--- src/rtl/seg_byte_decoder.sv ---
// seg_byte_decoder
//   Turns active-low 7-segment digit patterns back into nibbles and pairs a
//   low digit and a high digit into one byte. The byte is then held under a
//   valid/ready handshake. Malformed patterns and abandoned half-bytes raise
//   a one-cycle err pulse, and a saturating counter tallies those pulses.
//
//   Optional feature: define SEG_BLANK_AS_ZERO_EN to accept 7'h7F (all
//   segments dark, as used for leading-zero blanking) as nibble 0.
//
// Ports
//   clk         system clock, rising edge
//   resetn      synchronous active-low reset
//   seg_in      segment pattern {g,f,e,d,c,b,a}, active-low
//   seg_pos     0 = low nibble, 1 = high nibble
//   seg_valid   seg_in/seg_pos valid this cycle
//   seg_ready   digit accepted this cycle (low while a byte is held)
//   byte_out    assembled byte {hi, lo}
//   byte_valid  byte_out holds a completed byte
//   byte_ready  consumer takes byte_out
//   err         one-cycle pulse: invalid pattern or timeout
//   err_count   saturating count of err pulses
module seg_byte_decoder #(
  parameter int TIMEOUT_CYCLES = 1000,
  parameter int ERR_CNT_W      = 8
) (
  input  logic                 clk,
  input  logic                 resetn,
  input  logic [6:0]           seg_in,
  input  logic                 seg_pos,
  input  logic                 seg_valid,
  output logic                 seg_ready,
  output logic [7:0]           byte_out,
  output logic                 byte_valid,
  input  logic                 byte_ready,
  output logic                 err,
  output logic [ERR_CNT_W-1:0] err_count
);

  typedef enum logic [1:0] {WAIT_LO, WAIT_HI, HOLD} state_t;

  localparam int TW = (TIMEOUT_CYCLES > 1) ? $clog2(TIMEOUT_CYCLES) : 1;
  localparam logic [TW-1:0] T_LAST = TW'(TIMEOUT_CYCLES - 1);

  state_t                 state_q, state_d;
  logic [3:0]             lo_q, lo_d;
  logic [7:0]             byte_q, byte_d;
  logic                   bv_q, bv_d;
  logic                   err_q, err_d;
  logic [ERR_CNT_W-1:0]   cnt_q, cnt_d;
  logic [TW-1:0]          tcnt_q, tcnt_d;

  logic                   pat_ok;
  logic [3:0]             pat_nib;
  logic                   xfer;

  // Pattern decode: purely combinational lookup of the 16 glyphs.
  always_comb begin
    pat_ok  = 1'b1;
    pat_nib = 4'h0;
    unique case (seg_in)
      7'h40: pat_nib = 4'h0;
      7'h79: pat_nib = 4'h1;
      7'h24: pat_nib = 4'h2;
      7'h30: pat_nib = 4'h3;
      7'h19: pat_nib = 4'h4;
      7'h12: pat_nib = 4'h5;
      7'h02: pat_nib = 4'h6;
      7'h78: pat_nib = 4'h7;
      7'h00: pat_nib = 4'h8;
      7'h10: pat_nib = 4'h9;
      7'h08: pat_nib = 4'hA;
      7'h03: pat_nib = 4'hB;
      7'h46: pat_nib = 4'hC;
      7'h21: pat_nib = 4'hD;
      7'h06: pat_nib = 4'hE;
      7'h0E: pat_nib = 4'hF;
`ifdef SEG_BLANK_AS_ZERO_EN
      7'h7F: pat_nib = 4'h0;
`endif
      default: pat_ok = 1'b0;
    endcase
  end

  assign seg_ready = (state_q != HOLD);
  assign xfer      = seg_valid & seg_ready;

  // NOTE: every variable written here gets a default first, so no path
  // leaves one unassigned and no latch is inferred.
  always_comb begin
    state_d = state_q;
    lo_d    = lo_q;
    byte_d  = byte_q;
    bv_d    = bv_q;
    err_d   = 1'b0;
    tcnt_d  = tcnt_q;

    unique case (state_q)
      WAIT_LO: begin
        if (xfer) begin
          if (seg_pos || !pat_ok) begin
            err_d = 1'b1;                 // high digit first, or bad glyph
          end else begin
            lo_d    = pat_nib;
            tcnt_d  = '0;
            state_d = WAIT_HI;
          end
        end
      end

      WAIT_HI: begin
        // A transfer on the final timeout cycle wins over the timeout.
        if (xfer) begin
          if (!pat_ok) begin
            err_d   = 1'b1;
            state_d = WAIT_LO;
          end else if (seg_pos) begin
            byte_d  = {pat_nib, lo_q};
            bv_d    = 1'b1;
            state_d = HOLD;
          end else begin
            lo_d   = pat_nib;             // newer low digit replaces the old
            tcnt_d = '0;
          end
        end else if (tcnt_q == T_LAST) begin
          err_d   = 1'b1;
          state_d = WAIT_LO;
        end else begin
          tcnt_d = tcnt_q + TW'(1);
        end
      end

      HOLD: begin
        if (byte_ready) begin
          bv_d    = 1'b0;                 // byte_out keeps its last value
          state_d = WAIT_LO;
        end
      end

      default: state_d = WAIT_LO;
    endcase
  end

  // Counter moves on the same edge that raises err, and sticks at all-ones.
  always_comb begin
    cnt_d = cnt_q;
    if (err_d && (cnt_q != '1)) cnt_d = cnt_q + ERR_CNT_W'(1);
  end

  // NOTE: state uses non-blocking assignments so every register samples
  // the pre-edge values; reset is synchronous and wins over everything.
  always_ff @(posedge clk) begin
    if (!resetn) begin
      state_q <= WAIT_LO;
      lo_q    <= 4'h0;
      byte_q  <= 8'h00;
      bv_q    <= 1'b0;
      err_q   <= 1'b0;
      cnt_q   <= '0;
      tcnt_q  <= '0;
    end else begin
      state_q <= state_d;
      lo_q    <= lo_d;
      byte_q  <= byte_d;
      bv_q    <= bv_d;
      err_q   <= err_d;
      cnt_q   <= cnt_d;
      tcnt_q  <= tcnt_d;
    end
  end

  assign byte_out   = byte_q;
  assign byte_valid = bv_q;
  assign err        = err_q;
  assign err_count  = cnt_q;

endmodule

--- config.mk ---
export PLATFORM = sky130hd
export DESIGN_NAME = seg_byte_decoder
export DESIGN_NICKNAME = d
export VERILOG_FILES = /design/src/rtl/seg_byte_decoder.sv
export SDC_FILE = /design/constraint.sdc
export NUM_CORES = 1
export LEC_CHECK = 0
export CORE_MARGIN = 3
export CORE_UTILIZATION = 50
export CTS_CLUSTER_DIAMETER = 120
export DETAILED_ROUTE_END_ITERATION = 12
export PLACE_DENSITY = 0.75
export SYNTH_ARGS = -nofsm -noshare
export SYNTH_HDL_FRONTEND = slang
export SYNTH_SLANG_ARGS = --single-unit
--- constraint.sdc ---
create_clock -name clk -period 6.7 [get_ports clk]
set_input_delay 1.34 -clock clk [delete_from_list [all_inputs] [get_ports clk]]
set_output_delay 1.34 -clock clk [all_outputs]
set_load 0.02 [all_outputs]
==> results_dict.tcl <==
set metrics [dict create \
    cts_tree "done" \
    synthFlopType "dfxtp_1" \
    synth-async-reset-ratio 0 \
    post-place-ws_ps 2746 \
    fmax_ghz 0.2745 \
    drv_cap 0 \
    slew_headroom 0.4898 \
    finalSetupTns_ps 0 \
    die-area_sq_um 4714 \
    drive_gt1_frac 0.09302 \
    cts_made_buffers 5 \
    num_vias 1759 \
    path_class "input port to flop" \
    clk_pin_slew_ps 70 \
    area_growth_syn_to_layout_pct 19.82 \
    syn_avg_cell_area_sq_um 8.425 \
    status "finished clean" \
    routedWlPerCell_um 13.93 \
    ys_seq_area_frac 0.3467 \
    critPathLaunchType "input port" \
    grt_overflow 0 \
    synth.distinct_cells 49 \
    yosysTopAreaCell "dfxtp_1" \
    ys_ff_latch 34 \
    p_leak_nw 0.8502 \
    antenna_cells 0 \
    cts_root_buf "clkbuf_8" \
    ctsHtreeMaxLevel 2 \
    yosysTopAreaCellShare 0.3467 \
    critPathCaptureType "flop" \
    fp.dieW_um 68.66 \
    layout_setup_ws_ps 3057 \
    viasPerCell 5.748 \
    die_h_um 68.66 \
    grt_pass1_wl_um 7086 \
    synth.area.top_cells "dfxtp_1 35%, mux2i_1 9.7%, nand2_1 5.2%" \
    synth_edf_count 0 \
    cp_max_fo 14 \
    nNetsFinal 271 \
    place.gp.congestion 0.8293 \
    drc_errors 0 \
    critical_path_arrival_ps 3840 \
    gr-usage-all-layers 0.1971 \
    slew_viol_final 0 \
    grt_start_max_net_pins 22 \
    setup_viol 0 \
    synthCells 233 \
    drt_iter0_drc 167 \
    clock_latency_ps 290 \
    post_cts_buffers 0 \
    start_util 0.5283 \
    port-buffer-count 30 \
    rsz0062_at_grt "no" \
    finalHoldViolations 0 \
    hp-class "flop to flop" \
    synthesis.area_sq_um 1963 \
    antenna_found_initial 0 \
    drt-pass1-iter-count 5 \
    power_density_nw_per_um2 176.3 \
    period_minus_slack_ps 3643 \
    skew_ps 6.906 \
    yosys_warnings 0 \
    tightest_slew_ps 762.9 \
    period_share 0.5437 \
    boundaryPins 31 \
    postRouteAntennaNets 0 \
    cts_sinks 34 \
    core.rowCount 22 \
    drt_wl_total_um 4264 \
    cts_hold_buf 0 \
    vdd_drop_max_uv 155.4 \
    syn-num-nets 247 \
    cp.required_ps 6900 \
    core-area_sq_um 3716 \
    post_cts_resized 0 \
    grt_pass1_vias 1569 \
    place.detailed.hpwl_um 2980 \
    cts_buffer_depth 2 \
]
-- path summary, 6_finish.rpt --
kind                             startpoint           end  slack, ps  depth (start not counted)
worst max-delay path              seg_in[0]     tcnt_q[7]       3060                          7
worst min-delay path            byte_out[6]   byte_out[6]        470                          2
worst max register to register    tcnt_q[0]  err_count[2]       4570                          7
worst min register to register  byte_out[6]   byte_out[6]        470                          2
-- stage by stage --
stage,power [mW],util,cells,hold slack [ps],instance area (sq um)
2_1_floorplan,0.2432,-,233,431.7,1963
3_3_place_gp,0.2588,0.6084,298,458.1,2261
3_5_place_dp,0.2595,0.6084,298,455.7,2261
4_1_cts,0.4168,0.6330,306,469.0,2352
5_1_grt,0.4307,0.6330,306,495.3,2352
6_report,0.4148,0.6330,306,468.7,2352
-- placed cells by master (no fill, tap or decap), types with 4 or more instances in the layout --
| master | Yosys | final |
|---|---|---|
| clkdlybuf4s50_1 | 0 | 30 |
| o21ai_0 | 11 | 11 |
| mux2i_1 | 19 | 19 |
| a21oi_1 | 10 | 10 |
| clkbuf_8 | 0 | 6 |
| dfxtp_1 | 34 | 34 |
| nand2b_1 | 10 | 10 |
| and3b_1 | 4 | 4 |
| or2_2 | 4 | 4 |
| and3_1 | 6 | 6 |
| nand3_1 | 10 | 10 |
| a31oi_1 | 7 | 7 |
| nand2_1 | 27 | 27 |
| nor2_1 | 25 | 25 |
| nor3_1 | 6 | 6 |
-- layer usage --
metal,global-route usage,share of wire,vias up
met2,0.3063,0.46,50
met1,0.2666,0.48,814
li1,-,-,891
met5,0,0,-
met3,0.05835,0.049,4
met4,0.04715,0.0087,0
-- report_power, final --
| part | internal, mW | switching, mW | total (mW) |
|---|---|---|---|
| Combinational | 0.0212 | 0.0270 | 0.0481 |
| Sequential | 0.205 | 0.00239 | 0.207 |
| Clock | 0.0830 | 0.0767 | 0.160 |
-- cells in the mapped netlist (2+ instances only) --
cell,count
a211oi_1,2
a21oi_1,10
a21oi_2,2
a31oi_1,7
and3_1,6
and3b_1,4
buf_2,5
buf_4,2
clkbuf_1,6
dfxtp_1,34
ha_1,2
inv_1,3
mux2i_1,19
nand2_1,27
nand2b_1,10
nand3_1,10
nand3b_1,2
nand4b_1,3
nor2_1,25
nor3_1,6
nor3b_1,2
nor4_1,3
o21ai_0,11
o221a_2,2
or2_2,4
or3_1,3
-- cells by family (layout without fill, tap and decap cells) --
logic type               after synthesis  after routing  share of synthesized area
multiplexers                          19             19                    0.09688
AO/OA/AOI/OAI                         44             44                     0.1619
adder cells (fa/ha/maj)                2              2                    0.01274
flip-flops                            34             34                     0.3467
XOR/XNOR                               1              1                   0.004462
AND/OR/NAND/NOR                      117            117                     0.3397
buffers and inverters                 16             41                    0.03760
-- worst max-delay path: stages --
cell	delay, ps
clkdlybuf4s50_1	720
and3b_1	250
a22o_2	300
nor4_4	350
a2111o_1	500
nand2_4	140
a311oi_2	240
-- sequential cells by signal, indices dropped and copies added, names as in the netlist --
name and count:
state_q 2, err_count 8, byte_out 8, tcnt_q 10, byte_valid 1, err 1
lo_q 4
-- final cells by class --
cell class | count | area [sq um]
Sequential cell | 34 | 680.7
Clock buffer | 7 | 86.33
Timing Repair Buffer | 30 | 300.3
Clock inverter | 1 | 5.005
Fill cell | 329 | 1364
Inverter | 3 | 11.26
Tap cell | 48 | 60.06
Multi-Input combinational cell | 183 | 1209
No activity file was read; power rests on OpenSTA's default activity.
